<file path="config.mk">
export PLATFORM = sky130hd
export DESIGN_NAME = monkey_life_ctrl
export DESIGN_NICKNAME = d
export VERILOG_FILES = /design/src/rtl/monkey_game_pkg.sv /design/src/rtl/monkey_life_ctrl_frame_timer.sv /design/src/rtl/monkey_life_ctrl.sv
export SDC_FILE = /design/constraint.sdc
export NUM_CORES = 1
export LEC_CHECK = 0
export BUFFER_PORTS_ARGS = -buffer_cell sky130_fd_sc_hd__clkbuf_2
export CAP_MARGIN = 40
export CORE_MARGIN = 1
export CORE_UTILIZATION = 48
export CTS_CLUSTER_SIZE = 12
export DETAILED_ROUTE_END_ITERATION = 10
export PLACE_DENSITY = 0.78
export SLEW_MARGIN = 0
export SYNTH_ARGS = -nofsm -noshare
export SYNTH_HDL_FRONTEND = slang
export SYNTH_SLANG_ARGS = --single-unit
</file>
<file path="constraint.sdc">
create_clock -name clk -period 2 [get_ports clk]
set_input_delay 0.5 -clock clk [delete_from_list [all_inputs] [get_ports clk]]
set_output_delay 0.5 -clock clk [all_outputs]
set_load 0.005 [all_outputs]
</file>
<file path="src/rtl/monkey_game_pkg.sv">
`default_nettype none
// ---------------------------------------------------------------------------
// monkey_game_pkg : shared game phase encoding and screen/frame constants
// Revision 1.0
// ---------------------------------------------------------------------------
package monkey_game_pkg;

    localparam int FRAME_RATE = 30;
    localparam int SCREEN_H   = 480;

    typedef enum logic [2:0] {
        PH_IDLE      = 3'd0,
        PH_SPAWN     = 3'd1,
        PH_PLAY      = 3'd2,
        PH_DYING     = 3'd3,
        PH_WIN       = 3'd4,
        PH_GAME_OVER = 3'd5
    } game_phase_t;

    function automatic logic [2:0] lives_dec(input logic [2:0] lives);
        return (lives != 3'd0) ? lives - 3'd1 : 3'd0;
    endfunction

endpackage
`default_nettype wire

</file>
<file path="src/rtl/monkey_life_ctrl_frame_timer.sv">
`default_nettype none
// ---------------------------------------------------------------------------
// frame_timer : loadable 8-bit frame down-counter with zero/last-tick flags
// Revision 1.0
// ---------------------------------------------------------------------------
module frame_timer (
    input  logic       clk,
    input  logic       resetN,
    input  logic       load,
    input  logic [7:0] load_val,
    input  logic       tick,
    output logic       done,
    output logic       expire
);

    logic [7:0] count_q;
    logic [7:0] count_d;

    always_comb begin
        count_d = count_q;
        if (load) begin
            count_d = load_val;
        end else if (tick && (count_q != 8'd0)) begin
            count_d = count_q - 8'd1;
        end
    end

    always_ff @(posedge clk or negedge resetN) begin
        if (!resetN) begin
            count_q <= 8'd0;
        end else begin
            count_q <= count_d;
        end
    end

    // expire marks the tick that brings the count to zero
    assign done   = (count_q == 8'd0);
    assign expire = tick && (count_q == 8'd1);

endmodule
`default_nettype wire

</file>
<file path="src/rtl/monkey_life_ctrl.sv">
`default_nettype none
// ---------------------------------------------------------------------------
// monkey_life_ctrl : monkey game-phase controller (spawn, play, death, win)
// Revision 1.0
// ---------------------------------------------------------------------------
module monkey_life_ctrl
    import monkey_game_pkg::*;
#(
    parameter int INIT_LIVES    = 3,
    parameter int SPAWN_FRAMES  = FRAME_RATE / 2,
    parameter int DEATH_FRAMES  = (FRAME_RATE * 3) / 2,
    parameter int INVULN_FRAMES = FRAME_RATE * 3,
    parameter int BLINK_SHIFT   = 2,
    parameter int FLOOR_Y       = SCREEN_H - 20
) (
    input  logic        clk,
    input  logic        resetN,
    input  logic        startOfFrame,
    input  logic        startGame,
    input  logic        enemyHit,
    input  logic        goalHit,
    input  logic [10:0] topLeftY,
    output logic        moveEnable,
    output logic        respawnN,
    output logic [2:0]  livesLeft,
    output logic        invulnerable,
    output logic        monkeyVisible,
    output logic        gameOver,
    output logic        levelWin,
    output logic [2:0]  phase
);

    localparam logic signed [10:0] FLOOR_Y_S    = 11'(FLOOR_Y);
    localparam logic [2:0]         INIT_LIVES_L = 3'(INIT_LIVES);

    game_phase_t state_q, state_d;
    logic [2:0]  lives_q, lives_d;
    logic [7:0]  frame_cnt_q, frame_cnt_d;
    logic        respawn_n_q, respawn_n_d;
    logic        move_enable_q, move_enable_d;
    logic        invulnerable_q, invulnerable_d;
    logic        visible_q, visible_d;
    logic        game_over_q, game_over_d;
    logic        level_win_q, level_win_d;

    logic        ph_load;
    logic [7:0]  ph_load_val;
    logic        ph_done;
    logic        ph_expire;
    logic        inv_done;
    logic        inv_expire;
    logic        phase_end;
    logic        fell;

    frame_timer u_phase_timer (
        .clk      (clk),
        .resetN   (resetN),
        .load     (ph_load),
        .load_val (ph_load_val),
        .tick     (startOfFrame),
        .done     (ph_done),
        .expire   (ph_expire)
    );

    // Held at full value outside PLAY so the window starts on PLAY entry
    frame_timer u_invuln_timer (
        .clk      (clk),
        .resetN   (resetN),
        .load     (state_q != PH_PLAY),
        .load_val (8'(INVULN_FRAMES)),
        .tick     (startOfFrame),
        .done     (inv_done),
        .expire   (inv_expire)
    );

    assign phase_end   = ph_expire || (startOfFrame && ph_done);
    assign fell        = $signed(topLeftY) > FLOOR_Y_S;
    assign ph_load     = (state_d != state_q) &&
                         ((state_d == PH_SPAWN) || (state_d == PH_DYING));
    assign ph_load_val = (state_d == PH_SPAWN) ? 8'(SPAWN_FRAMES) : 8'(DEATH_FRAMES);

    always_comb begin
        state_d     = state_q;
        lives_d     = lives_q;
        frame_cnt_d = frame_cnt_q;
        respawn_n_d = 1'b1;
        case (state_q)
            PH_IDLE, PH_WIN, PH_GAME_OVER: begin
                if (startGame) begin
                    state_d     = PH_SPAWN;
                    lives_d     = INIT_LIVES_L;
                    frame_cnt_d = 8'd0;
                    respawn_n_d = 1'b0;
                end
            end
            PH_SPAWN: begin
                if (startOfFrame) begin
                    if (phase_end) begin
                        state_d     = PH_PLAY;
                        frame_cnt_d = 8'd0;
                    end else begin
                        frame_cnt_d = frame_cnt_q + 8'd1;
                    end
                end
            end
            PH_PLAY: begin
                if (startOfFrame) begin
                    frame_cnt_d = frame_cnt_q + 8'd1;
                end
                if (goalHit) begin
                    state_d = PH_WIN;
                end else if (fell || (enemyHit && inv_done)) begin
                    state_d     = PH_DYING;
                    lives_d     = lives_dec(lives_q);
                    frame_cnt_d = 8'd0;
                end
            end
            PH_DYING: begin
                if (startOfFrame) begin
                    if (phase_end) begin
                        frame_cnt_d = 8'd0;
                        if (lives_q == 3'd0) begin
                            state_d = PH_GAME_OVER;
                        end else begin
                            state_d     = PH_SPAWN;
                            respawn_n_d = 1'b0;
                        end
                    end else begin
                        frame_cnt_d = frame_cnt_q + 8'd1;
                    end
                end
            end
            default: begin
                state_d = PH_IDLE;
            end
        endcase
    end

    // Outputs are decoded from next-state values so they line up with phase
    always_comb begin
        move_enable_d  = (state_d == PH_PLAY);
        invulnerable_d = (state_d == PH_PLAY) && !(inv_done || inv_expire);
        game_over_d    = (state_d == PH_GAME_OVER);
        level_win_d    = (state_d == PH_WIN);
        case (state_d)
            PH_IDLE, PH_GAME_OVER: visible_d = 1'b0;
            PH_PLAY:               visible_d = invulnerable_d ? frame_cnt_d[BLINK_SHIFT] : 1'b1;
            default:               visible_d = 1'b1;
        endcase
    end

    always_ff @(posedge clk or negedge resetN) begin
        if (!resetN) begin
            state_q        <= PH_IDLE;
            lives_q        <= 3'd0;
            frame_cnt_q    <= 8'd0;
            respawn_n_q    <= 1'b1;
            move_enable_q  <= 1'b0;
            invulnerable_q <= 1'b0;
            visible_q      <= 1'b0;
            game_over_q    <= 1'b0;
            level_win_q    <= 1'b0;
        end else begin
            state_q        <= state_d;
            lives_q        <= lives_d;
            frame_cnt_q    <= frame_cnt_d;
            respawn_n_q    <= respawn_n_d;
            move_enable_q  <= move_enable_d;
            invulnerable_q <= invulnerable_d;
            visible_q      <= visible_d;
            game_over_q    <= game_over_d;
            level_win_q    <= level_win_d;
        end
    end

    assign moveEnable    = move_enable_q;
    assign respawnN      = respawn_n_q;
    assign livesLeft     = lives_q;
    assign invulnerable  = invulnerable_q;
    assign monkeyVisible = visible_q;
    assign gameOver      = game_over_q;
    assign levelWin      = level_win_q;
    assign phase         = state_q;

endmodule
`default_nettype wire

</file>
* Yosys cells after proc, flatten, opt, wreduce, memory -nomap -nowiden
Cells that the tools add are included.
** Word-level totals
- Register bits after elaboration :: 36
- Bits of input ports :: 17
- Output and inout bits :: 12
- Logic and storage cells :: 98
** Cells by class
- Order comparisons :: 1
- Add/sub/neg operators :: 4
- Reductions and logical operators :: 30
- Equality and inequality tests :: 18
- Mux-type cells :: 33
** Operator list (number)
- 8-bit 2-to-1 mux :: 10
- 3-bit 2-to-1 mux :: 12
- 8-bit case mux with 3 select lines :: 1
- 8-bit by 1-bit == test with 1-bit output (second input constant) :: 2
- 8-bit zero test :: 2
- 8-bit nonzero test :: 2
- 8-bit by 1-bit subtractor with 8-bit output (second input constant) :: 2
- 3-bit by 2-bit == test with 1-bit output (second input constant) :: 4
- 3-bit == test (second input constant) :: 4
- 3-bit case mux with 4 select lines :: 1
- 11-bit by 10-bit greater-than comparator with 1-bit output (second input constant) :: 1
- 3-bit zero test :: 3
- 8-bit by 1-bit adder with 8-bit output (second input constant) :: 1
- 1-bit logical AND :: 8
- 3-bit by 1-bit == test with 1-bit output (second input constant) :: 2
- 6-bit 2-to-1 mux :: 1
- 2-bit != test (second input constant) :: 3
- 3-bit case mux with 2 select lines :: 1
- 2-bit nonzero test :: 3
- 3-bit nonzero test :: 2
- 1-bit 2-to-1 mux :: 5
- 1-bit logical OR :: 4
- 1-bit case mux with 2 select lines :: 2
- 4-bit AND reduction :: 1
- other kinds (8) :: 9

* Depth between registers and ports, before layout
Gate-level depths: netlist of the first run.
- Word-level depth :: 10
- Mapped depth :: 8
- Gate-level depth less buffers :: 7

* By module
A second synthesis of the first run with hierarchy kept.
** Unflattened totals
- Cell total of the unflattened synthesis :: 240
- Area total of the unflattened synthesis :: 2168.3 um2
** Modules (own cells, without submodules)
- frame_timer :: area each 565.5 um2, cells an instance 62, times used 2
- monkey_life_ctrl :: area each 1037.2 um2, cells an instance 116, times used 1

* Worst setup path before layout of the first run
No wires, ideal clock.
- Path type :: reg-to-reg
- Start point :: register state_q[1], in the netlist phase[1]
- End point :: register u_phase_timer.count_q[1]
- Setup time :: 0.130 ns
- Path slack :: 0.011 ns
- Clock period less this slack :: 1.989 ns
- Cell stages (with the launch flop) :: 9
- Data arrival time :: 1.859 ns
- Cell sequence :: dfrtp_1 -> buf_4 -> or3b_1 -> buf_2 -> a311oi_4 -> o21bai_4 -> and3_1 -> buf_4 -> o21ai_1
** On the way
- Word-level cells in the longest chain between the ends :: 7
- Elaborated cells between the ends (all ways) :: 23
- Classes of those cells :: eq/ne: 8; mux: 10; reduce/logical: 5
** RTL lines
- start, declared :: RTL line monkey_life_ctrl.sv:36 : game_phase_t state_q, state_d;
- start signal, assigned :: RTL line monkey_life_ctrl.sv:164 : state_q <= state_d;
- 3-bit == test / 3-bit zero test (equally long branches) :: RTL line monkey_life_ctrl.sv:87 : case (state_q)
- 3-bit OR reduction :: RTL line monkey_life_ctrl.sv:87
- 3-bit case mux with 4 select lines (*) :: RTL line monkey_life_ctrl.sv:87
- via state_d[0] :: RTL line monkey_life_ctrl.sv:36
- 3-bit by 1-bit == test with 1-bit output / 3-bit by 2-bit == test with 1-bit output (equally long branches) :: RTL line monkey_life_ctrl.sv:79, monkey_life_ctrl.sv:80
- 1-bit logical OR :: RTL line monkey_life_ctrl.sv:79 : ((state_d == PH_SPAWN) || (state_d == PH_DYING));
- 1-bit logical AND :: RTL line monkey_life_ctrl.sv:78 : assign ph_load = (state_d != state_q) &&
- 8-bit 2-to-1 mux / 2-bit nonzero test (equally long branches)
- end signal, assigned :: RTL line monkey_life_ctrl_frame_timer.sv:32 : count_q <= count_d;
- end, declared :: RTL line monkey_life_ctrl_frame_timer.sv:16 : logic [7:0] count_q;
Mark *: on every way through the listed nets, which the timed path passes. The rest lies on a longest branch.
A chain may end at the register's enable or synchronous reset.

* Worst setup path in the final report of the first run
- Start point :: register u_phase_timer.count_q[6]
- End point :: register invulnerable_q, in the netlist invulnerable
** On the way
- Word-level cells in the longest chain between the ends :: 8
- Elaborated cells between the ends (all ways) :: 12
- Classes of those cells :: eq/ne: 2; mux: 5; reduce/logical: 5
** RTL lines
- 8-bit by 1-bit == test with 1-bit output / 8-bit zero test (equally long branches) :: RTL line monkey_life_ctrl_frame_timer.sv:38, monkey_life_ctrl_frame_timer.sv:37
- 1-bit logical AND (on tied branches) :: RTL line monkey_life_ctrl_frame_timer.sv:38, monkey_life_ctrl.sv:76
- 1-bit logical OR (*) :: RTL line monkey_life_ctrl.sv:76 : assign phase_end = ph_expire || (startOfFrame && ph_done);
- 3-bit 2-to-1 mux (on tied branches) :: RTL line monkey_life_ctrl.sv:120, monkey_life_ctrl.sv:98
- 3-bit 2-to-1 mux (on tied branches) :: RTL line monkey_life_ctrl.sv:119, monkey_life_ctrl.sv:97
- 3-bit case mux with 4 select lines (*) :: RTL line monkey_life_ctrl.sv:87
- via state_d[1] :: RTL line monkey_life_ctrl.sv:36
- 3-bit by 2-bit == test with 1-bit output (*)
- via move_enable_d :: RTL line monkey_life_ctrl.sv:40 : logic move_enable_q, move_enable_d;
- 1-bit logical AND (*) :: RTL line monkey_life_ctrl.sv:142 : invulnerable_d = (state_d == PH_PLAY) && !(inv_done || inv_expire);
- via invulnerable_d :: RTL line monkey_life_ctrl.sv:41 : logic invulnerable_q, invulnerable_d;
- end signal, assigned :: RTL line monkey_life_ctrl.sv:169 : invulnerable_q <= invulnerable_d;
- end, declared :: RTL line monkey_life_ctrl.sv:41
Marks and branches as above.

==> results_tabular.tex, run 1 <==
\begin{tabular}{lr}
\hline
Metric & Value \\
\hline
\multicolumn{2}{l}{\textbf{Outcome}} \\
\quad Result of the run & completed \\
\multicolumn{2}{l}{\textbf{Final layout}} \\
\quad Antenna diode count & 0 \\
\quad Area overhead of the layout relative to synthesis & 25.4\% \\
\quad Fin nets & 253 \\
\quad Post-route cell area & 2130 sq um \\
\quad Layout cell share with drive strength beyond 1 & 0.303 \\
\quad Final core area utilization & 0.634 \\
\quad Number of filler instances in the final layout & 294 \\
\multicolumn{2}{l}{\textbf{Clocking}} \\
\quad Number of buffers on the longest clock path & 2 \\
\quad Later-pin clock latency in the skew report & 0.34 ns \\
\quad Cts bufs inserted & 5 \\
\quad Clock tree root driver cell & clkbuf\_4 \\
\quad CTS tree & built \\
\quad Total of hold buffers inserted after clock tree synthesis & 0 \\
\quad Register clock-pin slew on the reported worst setup and hold paths & 0.10 ns \\
\quad Number of sinks on the clock net & 31 \\
\quad H-Tree Depth & 2 \\
\multicolumn{2}{l}{\textbf{Worst setup path}} \\
\quad R2r setup slk & 0.05 ns \\
\quad Category of the critical setup timing path & flop to flop \\
\quad Arr. time, crit path & 2.23 ns \\
\quad Cell depth of the worst flop-to-flop path & 8 \\
\quad Source of the critical timing path & u\_phase\_timer.count\_q[6]\$\_DFFE\_PN0P\_ \\
\quad Endpoint of the worst setup timing path & invulnerable\$\_DFF\_PN0\_ \\
\quad Crit path launch type & flop \\
\quad Category of the worst setup path capture point & flop \\
\quad Data required time at the worst endpoint & 2.27 ns \\
\quad Launch instance of the worst register-to-register path & u\_phase\_timer.count\_q[6]\$\_DFFE\_PN0P\_ \\
\quad Highest fanout seen on the critical path & 5 \\
\quad Endpoint of the worst-slack reg-to-reg timing path & invulnerable\$\_DFF\_PN0\_ \\
\multicolumn{2}{l}{\textbf{Drt}} \\
\quad Detailed-router iteration count before antenna repair & 4 \\
\quad Detailed Route Iter0 Violations & 32 \\
\quad Total wire length after detailed routing & 3.75 mm \\
\quad DR vias & 1463 \\
\quad Remaining routing DRC violations & 0 \\
\quad Mean routed wirelength per cell & 13.7 um \\
\quad Detail-routed via count per cell & 5.34 \\
\quad Antenna Violating Nets Remaining & 0 \\
\multicolumn{2}{l}{\textbf{Global routing}} \\
\quad Number of antenna violations at the first check in global routing & 0 \\
\quad Total global routing track utilization & 0.219 \\
\quad Maximum number of pins on one net before global-route repair & 32 \\
\quad Vias in the first global route & 1400 \\
\quad Total gr overflow & 0 \\
\quad Peak-usage layer in the global routing report & met2 \\
\quad Met3 capacity usage during global routing & 0.0588 \\
\quad Met1 usage in global routing & 0.236 \\
\quad Fraction of met2 tracks used by global routing & 0.389 \\
\quad First-pass GRT wire length & 5.91 mm \\
\multicolumn{2}{l}{\textbf{Timing}} \\
\quad Time the worst path needs with I/O delays and setup & 1.95 ns \\
\quad Highest Clock Rate & 512 MHz \\
\quad Final hold viol count & 0 \\
\quad Relative slew slack & 0.486 \\
\quad Tcrit/Tclk final & 0.977 \\
\quad Final Setup Violations & 0 \\
\quad Slew at the pin with the worst max-slew slack & 0.771 ns \\
\quad Pins over their slew limit & 0 \\
\quad Clock skew & 0.0137 ns \\
\quad Accumulated negative setup slack & 0 ns \\
\multicolumn{2}{l}{\textbf{Power}} \\
\quad Post-layout power & 1.71 mW \\
\quad Total power density per cell area & 801 nW/um\^{}2 \\
\quad P\_leak & 0.957 nW \\
\quad Largest voltage drop on the vdd net & 0.000454 V \\
\multicolumn{2}{l}{\textbf{Yosys}} \\
\quad Post-Syn Area per Cell & 9.71 sq um \\
\quad Total standard cell area after synthesis & 1700 sq um \\
\quad Primary FF master, synth & dfrtp\_1 \\
\quad Top cells by area, synth & dfrtp\_1, ha\_1, nor2\_1 \\
\quad Synthesized netlist cell count & 175 \\
\quad Count of distinct cell types in the synthesized netlist & 41 \\
\quad Most frequently used cell type in the post-synthesis netlist & dfrtp\_1 \\
\quad Cell type with the largest total area after synthesis & dfrtp\_1 \\
\quad Share of the synthesized area in the top cell type & 0.442 \\
\quad Flops \& latches, synth & 31 \\
\quad Count of flip-flops with a built-in enable after synthesis & 0 \\
\quad Share of async-settable or async-resettable flops after synthesis & 1.00 \\
\quad Yosys synthesis warning count & 0 \\
\quad Proportion of synthesized chip area in sequential cells & 0.457 \\
\quad Net count of the mapped netlist & 201 \\
\quad Top post-synthesis cells by count & dfrtp\_1, nor2\_1, nand2\_1 \\
\multicolumn{2}{l}{\textbf{Floorplan}} \\
\quad Floorplan Core Area & 3360 sq um \\
\quad Die area & 3780 sq um \\
\quad Initial Utilization & 0.505 \\
\quad I/O Pins & 29 \\
\quad Die extent in y & 61.5 um \\
\quad Placement row count & 21 \\
\quad Die extent in x & 61.5 um \\
\multicolumn{2}{l}{\textbf{Placed design}} \\
\quad Post-detail-place hpwl & 2.73 mm \\
\quad Input/output buffers & 28 \\
\quad Placement Cell Area & 2020 sq um \\
\quad Global placer's final weighted congestion & 0.895 \\
\multicolumn{2}{l}{\textbf{Flow run}} \\
\quad Max Cap Viol & 0 \\
\multicolumn{2}{l}{\textbf{Min path}} \\
\quad Classification of the worst-slack hold path & primary input to asynchronous set/reset pin \\
\hline
\end{tabular}
-- per-layer routing --
metal | wire length (um) | vias up
li1 | - | 716
met2 | 1970 | 28
met3 | 151 | 12
met4 | 114 | 0
met1 | 1520 | 707
met5 | 0 | -
-- where the power goes --
group / leakage [nW] / internal, mW / switching, mW
clock: 0.0347 / 0.130 / 0.216
combinational: 0.554 / 0.256 / 0.281
sequential: 0.368 / 0.736 / 0.0877
total: 0.957 / 1.12 / 0.585
-- registers in the layout, summed over array words and instances (netlist names), 3 cells and up --
register / cells
livesLeft: 3
frame_cnt_q: 3
phase: 3
u_invuln_timer.count_q: 8
u_phase_timer.count_q: 8
-- worst max-delay path, stage by stage (launching register included) --
cell       delay [ns]
dfrtp_1          0.43
nor4_4           0.32
o2111ai_2        0.15
buf_4            0.18
xor2_1           0.14
o22ai_1          0.23
nor2b_4          0.22
buf_4            0.11
o21a_1           0.11
-- how the worst min path moves through the flow --
stage,to
after detailed placement,frame_cnt_q[0]$_DFFE_PN0P_
after global placement,frame_cnt_q[0]$_DFFE_PN0P_
after global routing,u_phase_timer.count_q[7]$_DFFE_PN0P_
after CTS,u_invuln_timer.count_q[2]$_DFFE_PN0P_
after floorplan,frame_cnt_q[0]$_DFFE_PN0P_
final,u_phase_timer.count_q[5]$_DFFE_PN0P_
-- repair_timing --
item | in CTS | in global routing
setup buffers | 0 | 1
setup endpoints to repair | 1 | 11
resized for setup | 1 | 11
pin swaps | 0 | 3
-- cells in the final DEF, fill, tap and decap left out, types with 2 or more instances in the layout --
cell      synthesis  routed
dfrtp_1          30      29
clkbuf_2          0      28
nor2_1           22      22
buf_4             2      20
nand2_1          15      15
o21ai_0           8       8
ha_1              9       8
inv_1             8       7
nand3_1           7       7
a21oi_1           7       7
nand2b_1          6       6
xor2_1            6       6
nor3_1            6       6
xnor2_1           6       6
clkbuf_4          0       5
o211ai_1          3       3
o21a_1            3       3
clkinv_2          0       3
nor4_4            0       2
nand4_1           2       2
and3_4            0       2
and2_1            2       2
a31oi_1           2       2
o21bai_1          2       2
o31ai_1           2       2
o21ai_1           2       2
and3_1            4       2
-- per-stage QoR --
stage,std cells,hold slack [ns],worst slack [ns]
global placement,265,0.483,0.108
finish,274,0.222,0.0451
detailed placement,265,0.495,0.0263
floorplan,175,0.204,0.0107
CTS,273,0.223,0.0563
global route,274,0.274,-0.0259
-- cells by family after synthesis --
group / synth area share
flops: 0.457
compound gates: 0.166
simple gates: 0.219
xor+xnor: 0.0619
buf+inv: 0.0295
fa+ha+maj: 0.0663
-- final cells by class --
class,instances,area [sq um],area share
timing repair buffer,48,290,0.136
tap,46,57.6,0.0270
multi-input combinational,133,922,0.433
inverter,8,30.0,0.0141
sequential,31,778,0.365
clock buffer,5,37.5,0.0176
clock inverter,3,15.0,0.00705
Power figures use the tool's default switching activity.
==> run 2, diff against run 1 <==
- ABC_AREA: unset -> 1
- CAP_MARGIN: 40 -> unset
- PLACE_DENSITY: 0.78 -> 0.77
==> run 2 against run 1 <==
Compared with the run above: sequential power grew 16%; highest routed layer unchanged; hold slack got worse by 0.0068 ns; clock power is 47% higher; critical path type unchanged; critical endpoint is now u_phase_timer.count_q[5]$_DFFE_PN0P_; synthesized cell count up 29%; non-clock buffer count shrank 18; fmax is 8.2% higher; via count grew 4.7%; utilization shrank 5.0 points; sequential share of layout area decreased by 0.40 points.
==> results_tabular.tex, run 2 <==
\begin{tabular}{lr}
\hline
Metric & Value \\
\hline
\multicolumn{2}{l}{\textbf{Clocking}} \\
\quad CTS tree & built \\
\quad Cts bufs inserted & 5 (unchanged) \\
\quad Register clock-pin slew on the reported worst setup and hold paths & 0.06 ns (-0.04 ns) \\
\quad CTS-repair resized insts & 0 (-1) \\
\quad H-Tree Depth & 2 (unchanged) \\
\quad Number of buffers on the longest clock path & 2 (unchanged) \\
\quad Total of hold buffers inserted after clock tree synthesis & 0 (unchanged) \\
\quad Number of setup buffers added after CTS & 0 (unchanged) \\
\quad Later-pin clock latency in the skew report & 0.28 ns (-0.06 ns) \\
\quad Clock tree root driver cell & clkbuf\_8 \\
\quad Number of sinks on the clock net & 31 (unchanged) \\
\multicolumn{2}{l}{\textbf{Power}} \\
\quad Switching power summed over all nets & 0.933 mW (+60\%) \\
\quad Logic pwr share & 0.385 (+0.070) \\
\quad P\_leak & 1.12 nW (+17\%) \\
\quad Proportion of power drawn by the clock network & 0.213 (+0.010) \\
\quad Portion of total power attributed to sequential cells & 0.402 (-0.081) \\
\quad Internal cell power & 1.45 mW (+29\%) \\
\quad Total power density per cell area & 1110 nW/um\^{}2 (+38\%) \\
\quad Largest voltage drop on the vdd net & 0.000630 V (+39\%) \\
\quad Switching power share of the total & 0.391 (+0.0489) \\
\multicolumn{2}{l}{\textbf{Worst setup path}} \\
\quad Category of the critical setup timing path & flop to flop \\
\quad Cell-by-cell trace of the critical path & inv\_1, ha\_1, nor2\_1, nor2\_2, nand2\_1, nand2\_2, inv\_2, nor2\_2, nand2\_2, nor2\_1, inv\_1, nand2\_1, nand2\_1 \\
\quad CP max stage cell & dfrtp\_1 \\
\quad Data required time at the worst endpoint & 2.17 ns (-0.10 ns) \\
\quad Crit path launch type & flop \\
\quad Cell occurring most often along the worst timing path & nand2\_1 \\
\quad Highest fanout seen on the critical path & 11 (+6) \\
\quad Category of the worst setup path capture point & flop \\
\quad Crit-path max cell delay & 0.42 ns (about the same) \\
\quad Arr. time, crit path & 1.98 ns (-0.25 ns) \\
\multicolumn{2}{l}{\textbf{Drt}} \\
\quad Detailed Route Iter0 Violations & 84 (+160\%) \\
\quad Detail-routed via count per cell & 4.96 (-7.1\%) \\
\quad Total wire length after detailed routing & 3.58 mm (-4.4\%) \\
\quad Antenna Violating Nets Remaining & 0 (unchanged) \\
\quad Remaining routing DRC violations & 0 (unchanged) \\
\quad DR vias & 1532 (+4.7\%) \\
\quad Detailed-router iteration count before antenna repair & 4 (unchanged) \\
\quad Mean routed wirelength per cell & 11.6 um (-15\%) \\
\multicolumn{2}{l}{\textbf{Yosys}} \\
\quad Share of the synthesized area in the top cell type & 0.402 (-0.0397) \\
\quad Net count of the mapped netlist & 251 (+25\%) \\
\quad Count of distinct cell types in the synthesized netlist & 32 (-22\%) \\
\quad Total standard cell area after synthesis & 1870 sq um (+9.9\%) \\
\quad Post-Syn Area per Cell & 8.30 sq um (-15\%) \\
\quad Cell type with the largest total area after synthesis & dfrtp\_1 \\
\quad Share of async-settable or async-resettable flops after synthesis & 1.00 (unchanged) \\
\quad Count of flip-flops with a built-in enable after synthesis & 0 (unchanged) \\
\quad Yosys synthesis warning count & 0 (unchanged) \\
\quad Synthesized netlist cell count & 225 (+29\%) \\
\quad Most frequently used cell type in the post-synthesis netlist & nand2\_1 \\
\quad Proportion of synthesized chip area in sequential cells & 0.416 (-0.0411) \\
\quad Top cells by area, synth & dfrtp\_1, nand2\_1, inv\_1 \\
\quad Top post-synthesis cells by count & nand2\_1, inv\_1, dfrtp\_1 \\
\quad Flops \& latches, synth & 31 (unchanged) \\
\quad Primary FF master, synth & dfrtp\_1 \\
\multicolumn{2}{l}{\textbf{Min path}} \\
\quad Classification of the worst-slack hold path & primary input to asynchronous set/reset pin \\
\multicolumn{2}{l}{\textbf{Final layout}} \\
\quad Fin nets & 286 (+13\%) \\
\quad Layout cell share with drive strength beyond 1 & 0.261 (-0.0421) \\
\quad Final core area utilization & 0.583 (-0.0504) \\
\quad Most frequent cells in the layout & nand2\_1, inv\_1, dfrtp\_1 \\
\quad FF/Latch Area & 777 sq um (-0.16\%) \\
\quad Registers with the most flip-flops & u\_invuln\_timer.count\_q (8), u\_phase\_timer.count\_q (8) \\
\quad Antenna diode count & 0 (unchanged) \\
\quad Post-route cell area & 2150 sq um (+0.94\%) \\
\quad Area of the multi-input gates & 937 sq um (+1.6\%) \\
\quad Number of filler instances in the final layout & 352 (+20\%) \\
\quad Most common cell after layout, fill and taps aside & nand2\_1 \\
\quad Area overhead of the layout relative to synthesis & 15.2\% \\
\multicolumn{2}{l}{\textbf{Flow run}} \\
\quad Max Cap Viol & 0 (unchanged) \\
\multicolumn{2}{l}{\textbf{Timing}} \\
\quad Worst Slack Setup Final & 0.194 ns (+0.149 ns) \\
\quad Accumulated negative setup slack & 0 ns (unchanged) \\
\quad Time the worst path needs with I/O delays and setup & 1.81 ns (-0.149 ns) \\
\quad Slew at the pin with the worst max-slew slack & 0.394 ns (-0.377 ns) \\
\quad Tcrit/Tclk final & 0.903 (-0.0743) \\
\quad Relative slew slack & 0.737 (+0.251) \\
\quad Final hold viol count & 0 (unchanged) \\
\quad Pins over their slew limit & 0 (unchanged) \\
\quad Clock skew & 0.00748 ns (-0.00625 ns) \\
\quad Highest Clock Rate & 554 MHz (+8.2\%) \\
\quad Final Setup Violations & 0 (unchanged) \\
\quad Setup repair after global routing missed its margin & no \\
\multicolumn{2}{l}{\textbf{Floorplan}} \\
\quad Die extent in y & 64.4 um (+4.7\%) \\
\quad Die area & 4140 sq um (+9.6\%) \\
\quad Initial Utilization & 0.506 (+0.000897) \\
\quad Die extent in x & 64.4 um (+4.7\%) \\
\quad Placement row count & 22 (+4.8\%) \\
\quad I/O Pins & 29 (unchanged) \\
\quad Floorplan Core Area & 3690 sq um (+9.7\%) \\
\multicolumn{2}{l}{\textbf{Global routing}} \\
\quad Total global routing track utilization & 0.211 (-0.00793) \\
\quad Total gr overflow & 0 (unchanged) \\
\quad Vias in the first global route & 1535 (+9.6\%) \\
\quad Maximum number of pins on one net before global-route repair & 32 (unchanged) \\
\quad Number of antenna violations at the first check in global routing & 0 (unchanged) \\
\quad First-pass GRT wire length & 6.56 mm (+11\%) \\
\multicolumn{2}{l}{\textbf{Placed design}} \\
\quad Placement Cell Area & 2060 sq um (+2.0\%) \\
\quad Global placer's final weighted congestion & 0.955 (+6.8\%) \\
\quad Pre-CTS setup slack & 0.190 ns (+0.164 ns) \\
\quad Input/output buffers & 28 (unchanged) \\
\quad Post-detail-place hpwl & 2.75 mm (+0.70\%) \\
\multicolumn{2}{l}{\textbf{Outcome}} \\
\quad Result of the run & completed \\
\hline
\end{tabular}
-- run 2: layout make-up --
type / count / share of cell area
Sequential cell: 31 / 0.361
Multi-Input combinational cell: 158 / 0.436
Clock inverter: 1 / 0.00233
Timing Repair Buffer: 30 / 0.0721
Clock buffer: 7 / 0.0401
Inverter: 34 / 0.0605
Tap cell: 48 / 0.0279
-- run 2: power by group through the flow --
stage               Sequential (mW)  Clock [mW]  Combinational, mW
global placement              0.966           0              0.895
CTS                           0.959       0.521              0.924
floorplan                     0.948           0              0.702
detailed placement            0.970           0              0.915
finish                        0.958       0.508              0.917
global route                  0.983       0.544               1.06
-- run 2: critical path, delay by kind of cell, from the launching register on --
family	cells	cell delay [ns]
AND/OR/NAND/NOR	9	0.88
flip-flops	1	0.42
buffers and inverters	3	0.25
adder cells (fa/ha/maj)	1	0.17
-- run 2: stage by stage --
step / hold WS [ns] / power [mW] / instances
detailed placement: 0.487 / 1.89 / 301
global placement: 0.472 / 1.86 / 301
floorplan: 0.204 / 1.65 / 225
global route: 0.261 / 2.59 / 309
finish: 0.216 / 2.38 / 309
CTS: 0.238 / 2.40 / 309
-- run 2: layer usage --
layer | up-vias | wire [um] | global-route usage
met3 | 10 | 121 | 0.0571
met5 | - | 0 | 0
met2 | 29 | 1730 | 0.343
met4 | 0 | 87 | 0.114
li1 | 780 | - | -
met1 | 713 | 1640 | 0.253
-- run 2: cells by family (layout without fill, tap and decap cells) --
logic type                 after synthesis  after routing  synth area share
adders and majority gates                9              9            0.0603
AOI/OAI and AO/OA                       22             22            0.0684
and+or+nand+nor                        119            119             0.336
xor gates and xnor gates                 8              8            0.0375
DFF                                     31             31             0.416
buffers and inverters                   36             72            0.0818
-- run 2: final timing paths --
check                                                 startpoint                                     to  slack (ns)  depth (start not counted)
hold / removal                                            resetN  u_invuln_timer.count_q[1]$_DFFE_PN0P_        0.22                          2
max in group asynchronous                                 resetN                     respawnN$_DFF_PN1_        1.45                          2
setup reg to reg            u_phase_timer.count_q[0]$_DFFE_PN0P_   u_phase_timer.count_q[5]$_DFFE_PN0P_        0.19                         13
hold reg to reg            u_invuln_timer.count_q[5]$_DFFE_PN0P_  u_invuln_timer.count_q[5]$_DFFE_PN0P_        0.50                          1
min in group clk           u_invuln_timer.count_q[5]$_DFFE_PN0P_  u_invuln_timer.count_q[5]$_DFFE_PN0P_        0.50                          1
setup / recovery            u_phase_timer.count_q[0]$_DFFE_PN0P_   u_phase_timer.count_q[5]$_DFFE_PN0P_        0.19                         13
